`src/rtl/frac_sad_select.sv`:
```
// frac_sad_select: accumulates per-candidate SAD over HEIGHT rows for NUM_CAND
// candidates of a fractional motion search and tracks the lowest-SAD candidate.
// Ports: clk/reset (sync, active-high); start pulse; row_valid + pred_row/orig_row
//   row input; busy; cand_valid/cand_sad/cand_idx per-candidate result (1 cycle
//   after the candidate's last row); done/best_idx/best_sad final search result.
module frac_sad_select #(
  parameter int HEIGHT   = 8,
  parameter int WIDTH    = 8,
  parameter int NUM_CAND = 9
) (
  input  logic                 clk,
  input  logic                 reset,
  input  logic                 start,
  input  logic                 row_valid,
  input  logic [WIDTH*8-1:0]   pred_row,
  input  logic [WIDTH*8-1:0]   orig_row,
  output logic                 busy,
  output logic                 cand_valid,
  output logic [13:0]          cand_sad,
  output logic [3:0]           cand_idx,
  output logic                 done,
  output logic [3:0]           best_idx,
  output logic [13:0]          best_sad
);

  localparam int RW = (HEIGHT > 1) ? $clog2(HEIGHT) : 1;

  typedef enum logic {IDLE, ACCUM} state_t;

  state_t        state;
  logic [RW-1:0] row_cnt;
  logic [3:0]    cand_cnt;
  logic [13:0]   acc;

  logic [7:0]    pix_p;
  logic [7:0]    pix_o;
  logic [10:0]   row_sad;
  logic [13:0]   cand_total;
  logic          accept;
  logic          last_row;
  logic          last_cand;

  // Sum of absolute pixel differences for the row presented this cycle.
  always_comb begin
    pix_p   = '0;
    pix_o   = '0;
    row_sad = '0;
    for (int i = 0; i < WIDTH; i++) begin
      pix_p   = pred_row[8*i +: 8];
      pix_o   = orig_row[8*i +: 8];
      row_sad = row_sad + 11'((pix_p > pix_o) ? (pix_p - pix_o) : (pix_o - pix_p));
    end
  end

  // Running total including the current row; on the last row this is the
  // finished candidate SAD, so the result can be registered without a bubble.
  assign cand_total = acc + 14'(row_sad);
  // A start in ACCUM restarts the search, so its row is dropped as well.
  assign accept     = (state == ACCUM) && row_valid && !start;
  assign last_row   = (row_cnt == RW'(HEIGHT - 1));
  assign last_cand  = (cand_cnt == 4'(NUM_CAND - 1));
  assign busy       = (state == ACCUM);

  always_ff @(posedge clk) begin
    if (reset) begin
      state      <= IDLE;
      row_cnt    <= '0;
      cand_cnt   <= '0;
      acc        <= '0;
      cand_valid <= 1'b0;
      cand_sad   <= '0;
      cand_idx   <= '0;
      done       <= 1'b0;
      best_idx   <= '0;
      best_sad   <= '0;
    end else begin
      cand_valid <= 1'b0;
      done       <= 1'b0;
      if (start) begin
        // Fresh search, or abort of a running one: partial sums are discarded.
        state    <= ACCUM;
        row_cnt  <= '0;
        cand_cnt <= '0;
        acc      <= '0;
        best_idx <= '0;
        best_sad <= '0;
      end else if (accept) begin
        if (last_row) begin
          row_cnt    <= '0;
          acc        <= '0;
          cand_valid <= 1'b1;
          cand_sad   <= cand_total;
          cand_idx   <= cand_cnt;
          // Strict less-than keeps the lower index on ties.
          if (cand_cnt == 4'd0 || cand_total < best_sad) begin
            best_idx <= cand_cnt;
            best_sad <= cand_total;
          end
          if (last_cand) begin
            done     <= 1'b1;
            state    <= IDLE;
            cand_cnt <= '0;
          end else begin
            cand_cnt <= cand_cnt + 4'd1;
          end
        end else begin
          row_cnt <= row_cnt + RW'(1);
          acc     <= cand_total;
        end
      end
    end
  end

endmodule

```
`config.mk`:
```
export PLATFORM = sky130hd
export DESIGN_NAME = frac_sad_select
export DESIGN_NICKNAME = d
export VERILOG_FILES = /design/src/rtl/frac_sad_select.sv
export SDC_FILE = /design/constraint.sdc
export NUM_CORES = 1
export LEC_CHECK = 0
export ABC_AREA = 1
export CAP_MARGIN = 0
export CORE_ASPECT_RATIO = 1.2
export CORE_MARGIN = 4
export CORE_UTILIZATION = 35
export CTS_CLUSTER_SIZE = 40
export DETAILED_ROUTE_END_ITERATION = 8
export PLACE_DENSITY = 0.66
export SLEW_MARGIN = 5
export SYNTH_ARGS = -nofsm -noshare
export SYNTH_HDL_FRONTEND = slang
export SYNTH_SLANG_ARGS = --single-unit
```
`constraint.sdc`:
```
create_clock -name clk -period 20.5 [get_ports clk]
set_input_delay 4.1 -clock clk [delete_from_list [all_inputs] [get_ports clk]]
set_output_delay 4.1 -clock clk [all_outputs]
set_load 0.1 [all_outputs]
```
== After elaboration in Yosys (flattened, before gate mapping) ==
Index checks and enable logic that the tools add are counted.
W data, S select, Z words.

* Register bits after elaboration: 60
* Word-level logic and storage cells: 82
* Bits of input ports: 132

* $lt $le $gt $ge: 9
* Muxes and demuxes: 17
* Add/subtract/negate cells: 26
* Bitwise logic cells: 3
* Equality and inequality tests: 2
* Reductions and logical operators: 15

{| class="wikitable"
|+ Operators by type and width
! kind !! count
|-
| $sub A8 B8 Y9 || 16
|-
| $mux W11 || 8
|-
| $add A11 B11 Y11 || 7
|-
| $gt A8 B8 Y1 || 8
|-
| $add A14 B11 Y14 || 1
|-
| $lt A14 B14 Y1 || 1
|-
| $mux W14 || 1
|-
| $reduce_and A3 Y1 || 3
|-
| $mux W1 || 6
|-
| $reduce_bool A2 Y1 || 3
|-
| $add A4 B1 Y4 const B || 1
|-
| $eq A4 B4 Y1 const B || 1
|-
| $logic_not A4 Y1 || 1
|-
| $mux W4 || 1
|-
| $reduce_or A4 Y1 || 1
|-
| $add A3 B1 Y3 const B || 1
|-
| $eq A3 B3 Y1 const B || 1
|-
| $mux W3 || 1
|-
| $not A1 Y1 || 3
|-
| $reduce_or A3 Y1 || 1
|-
| $logic_and A1 B1 Y1 || 2
|-
| $reduce_and A2 Y1 || 1
|-
| $reduce_or A2 Y1 || 1
|-
| $logic_not A1 Y1 || 1
|-
| $logic_or A1 B1 Y1 || 1
|}

== Longest topological paths before layout ==
* Word-level depth: 13
* Depth in mapped cells: 51
* Gate-level depth less buffers: 49

== Least setup slack after synthesis ==
No wires, ideal clock.

* Path type: input to register
* From: input port pred_row[26]
* To: register best_sad[3]
* Required time: 20.388 ns
* Path buffers: 3
* Data arrival time: 10.640 ns
* Library setup time: 0.112 ns
* Cell stages on the path: 48
* Path slack: 9.749 ns
* Cells stage by stage: inv_1 > ha_1 > buf_2 > a21oi_1 > o21ai_2 > nand2_1 > nand3_1 > nand3_1 > nand2_1 > buf_4 > o21ai_0 > nand2_1 > fa_1 > inv_1 > fa_1 > fa_1 > inv_1 > fa_1 > [12 not listed] > nand2_1 > nand2_1 > a21oi_1 > nand2_1 > nand2_1 > nand2_1 > ha_1 > nand2_1 > inv_1 > nand2_1 > nand3_1 > nor2_1 > nand2_1 > nand2_2 > inv_2 > buf_6 > nor2_1 > nor2_1

* Cells in the longest elaborated chain, start to end: 11
* Elaborated cells on any way between the ends: 13

{| class="wikitable"
|+ RTL lines
! item !! RTL line !! RTL
|-
| start: declaration || 15 || <nowiki>input logic [WIDTH*8-1:0] pred_row,</nowiki>
|-
| $sub A8 B8 Y9 / $gt A8 B8 Y1 (equally long branches) || 51 || <nowiki>row_sad = row_sad + 11'((pix_p > pix_o) ? (pix_p - pix_o) : (pix_o - pix_p));</nowiki>
|-
| $mux W11 * || 51 ||
|-
| $add A11 B11 Y11 * (5 in a row) || 51 ||
|-
| $add A14 B11 Y14 * || 57 || <nowiki>assign cand_total = acc + 14'(row_sad);</nowiki>
|-
| net cand_total[13] || 38 || <nowiki>logic [13:0] cand_total;</nowiki>
|-
| $lt A14 B14 Y1 * || 95 || <nowiki>if (cand_cnt == 4'd0 || cand_total < best_sad) begin</nowiki>
|-
| $logic_or A1 B1 Y1 * || 95 ||
|-
| $reduce_and A3 Y1 (no source line) * || - ||
|-
| end signal: assignment || 97 || <nowiki>best_sad <= cand_total;</nowiki>
|-
| end: declaration || 23 || <nowiki>output logic [13:0] best_sad</nowiki>
|}

The timed path passes the listed nets; every way through them passes the cells marked *.
A chain may end at the register's enable or synchronous reset.

== Worst setup path after layout ==
* From: input port pred_row[22]
* To: register best_sad[4]

* Cells in the longest elaborated chain, start to end: 12
* Elaborated cells on any way between the ends: 14

{| class="wikitable"
|+ RTL lines
! item !! RTL line
|-
| $sub A8 B8 Y9 / $gt A8 B8 Y1 (equally long branches) || 51
|-
| $mux W11 * || 51
|-
| $add A11 B11 Y11 * (6 in a row) || 51
|-
| $add A14 B11 Y14 * || 57
|-
| net cand_total[13] || 38
|-
| $lt A14 B14 Y1 * || 95
|-
| $logic_or A1 B1 Y1 * || 95
|-
| $reduce_and A3 Y1 (no source line) * || -
|}

Marks and branches as above.

==> results.md <==
* Area post-placement at 13800 um^2
* FF-to-FF path depth at 20
* CP startpoint: pred_row[22]
* Setup TNS at 0 ps
* Multi-input logic area at 8690 um^2
* Starting Density at 35.5%
* Core area at 33100 um^2
* CTS Buffer Depth at 2
* Final Cell Area at 14100 um^2
* Syn Inst Count at 1819
* TritonCTS buffer count at 9
* FMAX at 80.8 MHz
* DIE AREA at 36500 um^2
* FF-to-FF End: best_sad[4]$_SDFFE_PP0P_
* Num ports at 171
* Worst setup EP type: flop
* Vias in the first global route at 11.5k
* Worst-path fanout max at 15
* Crit path to: best_sad[4]$_SDFFE_PP0P_
* Clock sink total at 60
* Min Tclk post-route at 12380 ps
* Seq cells post-synth at 60
* Reg clk slew, reported paths at 50 ps
* CP max stage delay at 610 ps
* Worst hold margin at 464 ps
* R2r setup slk at 17010 ps
* Final Hold Vio Count at 0
* Die Y at 208 um
* Critical Path Stages at 41
* Diodes inserted at 0
* Antenna-violating nets left at 0
* FF+latch area at 1200 um^2
* Share of cells above drive strength 1 at 2.14%
* First-pass GRT wire length at 52.3 mm
* Htree depth at 3
* Nets at 2332
* Initial antenna violation count at 1
* Gr usage total at 16.9%
* FP Rows at 73
* Synth Flop Type: dfxtp_1
* Largest net degree at the start of global routing at 31
* Worst slew pin tran at 1110 ps
* Post-synth EDFFs at 0
* Ys async rst share at 0%
* Crit path DAT at 12640 ps
* WS Path Type: input port to flop
* CTS resizes at 0
* Syn-to-layout area delta at 20.2%
* RR Startpoint: acc[0]$_SDFFE_PP0P_
* Routability cong. at 0.878
* Post-CTS Setup Bufs at 0
* Buf/Inv on CP at 8
* CTS Hold Bufs at 0
* Root Buffer: clkbuf_16
* DRT iter0 DRCs at 379
* Crit-path slowest cell: fa_1
* Final setup viols at 0
* Final Worst Setup Slack at 8120 ps
* Slew margin rel. at 25.4%
* Post-synthesis sequential area ratio at 10.2%
* Top delay family on crit path: adder cells
* CTS tree: built
* Syn nets at 2190
* Detailed placer's ending HPWL at 27.3 mm
* Worst path required time at 20770 ps
* Hold Crit Class: flop to flop
* CP dominant cell by count: nand2_1
* Vias at 11.2k
* DR vias/cell at 4.65
* Fillers at 3554
* Yosys warning total at 0
* Worst clock skew at 5.72 ps
* Max cap viols at 0
* Die X at 175 um
* Drt drc at 0
* Drt first pass iters at 5
* Startpoint types: input port
* Period utilization at 60.4%
* Port Buffer Count at 170
* Final WL at 30.9 mm
* RSZ-0062 raised after global routing: no
* Slew Viols, Final at 0
* WL/cell at 12.8 um
* Clk_lat worst skew at 330 ps
* Synthesized area at 11700 um^2
* Avg Cell Area, Syn at 6.44 um^2
* Grt total ovfl at 0
* Status: finished clean
* Number of unique standard cell types used by synthesis at 44
* Pre-CTS WS at 7800 ps
worst reg2reg max path: stages, from the launching register on:
cell and delay [ps]:
dfxtp_1 330, ha_1 170, inv_1 60, fa_1 410, inv_1 130, nand3_1 80, nand2_1 160, nand2_1 70
nand2_1 70, xor2_1 380, ha_1 230, nand2_1 50, nand2_1 60, nand2_1 50, a21oi_1 120, nor2_1 50
nand2_1 300, nand2_2 290, inv_2 270, nor2_1 60, nor2_1 100
how the worst min path moves through the flow:
| stage | depth (start not counted) | endpoint | start | slack (ps) |
|---|---|---|---|---|
| 3_5_place_dp | 2 | cand_idx[2]$_SDFFE_PP0P_ | cand_idx[2]$_SDFFE_PP0P_ | 460 |
| 2_1_floorplan | 1 | row_cnt[0]$_SDFFE_PP0P_ | row_cnt[0]$_SDFFE_PP0P_ | 440 |
| 3_3_place_gp | 2 | cand_idx[2]$_SDFFE_PP0P_ | cand_idx[2]$_SDFFE_PP0P_ | 450 |
| 6_report | 2 | cand_idx[2]$_SDFFE_PP0P_ | cand_idx[2]$_SDFFE_PP0P_ | 460 |
| 4_1_cts | 2 | cand_idx[2]$_SDFFE_PP0P_ | cand_idx[2]$_SDFFE_PP0P_ | 470 |
| 5_1_grt | 2 | acc[4]$_SDFFE_PP0P_ | acc[4]$_SDFFE_PP0P_ | 490 |
stage by stage:
stage          std cells  utilization (%)
2_1_floorplan       1819                -
3_3_place_gp        2400             41.6
3_5_place_dp        2400             41.6
4_1_cts             2416             42.6
5_1_grt             2416             42.6
6_report            2416             42.6
registers in the layout, summed over array words and instances (netlist names):
name and flops:
cand_sad 14, best_idx 4, cand_cnt 4, cand_valid 1
acc 14, best_sad 14, row_cnt 3, done 1
cand_idx 4, busy 1
layout make-up:
class	instances	area share (%)
clock buffers	10	1.70
clock inverters	6	0.613
inverters	427	11.4
well taps	450	4.00
multi-input cells	1292	61.7
repair buffers	171	12.1
flip-flops and latches	60	8.52
metal layers:
metal,track usage (%),up-vias,routed length [um]
li1,-,5822,-
met4,3.98,2,646
met5,0,-,13
met2,33.0,190,16300
met3,1.91,43,1000
met1,19.4,5180,12900
cells by family (layout without fill, tap and decap cells):
kind of cell,Yosys count,count (layout),share of synthesized area [%]
and+or+nand+nor,705,705,24.5
buffers and inverters,467,614,15.6
AOI/OAI and AO/OA,244,244,11.7
adders and majority gates,239,239,30.1
xor gates and xnor gates,104,104,7.77
DFF,60,60,10.2
cell usage in the layout, fill, tap and decap left out, types with 11 or more instances in the layout:
| cell | netlist | routed |
|---|---|---|
| nand3_1 | 81 | 81 |
| nand4_1 | 15 | 15 |
| a21oi_1 | 131 | 131 |
| xor2_1 | 85 | 85 |
| inv_1 | 424 | 424 |
| xnor2_1 | 19 | 19 |
| o21bai_1 | 12 | 12 |
| nand2_1 | 460 | 460 |
| a21o_1 | 11 | 11 |
| ha_1 | 167 | 167 |
| clkdlybuf4s50_1 | 0 | 170 |
| nor2_1 | 127 | 127 |
| o21ai_0 | 57 | 57 |
| fa_1 | 72 | 72 |
| dfxtp_1 | 60 | 60 |
cell usage after synthesis, types with 7 or more instances:
cell type | instances | area [um^2]
nand3_1 | 81 | 405
xor2_1 | 85 | 744
nand4_1 | 15 | 93.8
dfxtp_1 | 60 | 1200
o21ai_0 | 57 | 285
a21oi_1 | 131 | 656
nand2_1 | 460 | 1730
ha_1 | 167 | 2090
a21o_1 | 11 | 82.6
nor2_1 | 127 | 477
clkbuf_2 | 7 | 35.0
o211ai_1 | 9 | 67.6
xnor2_1 | 19 | 166
o21ai_2 | 7 | 61.3
o21bai_1 | 12 | 90.1
inv_1 | 424 | 1590
fa_1 | 72 | 1440
buf_2 | 18 | 90.1
Power is left out: the tool's default activity adds up to more than one toggle a clock period on the data nets, which glitch-free logic cannot reach.
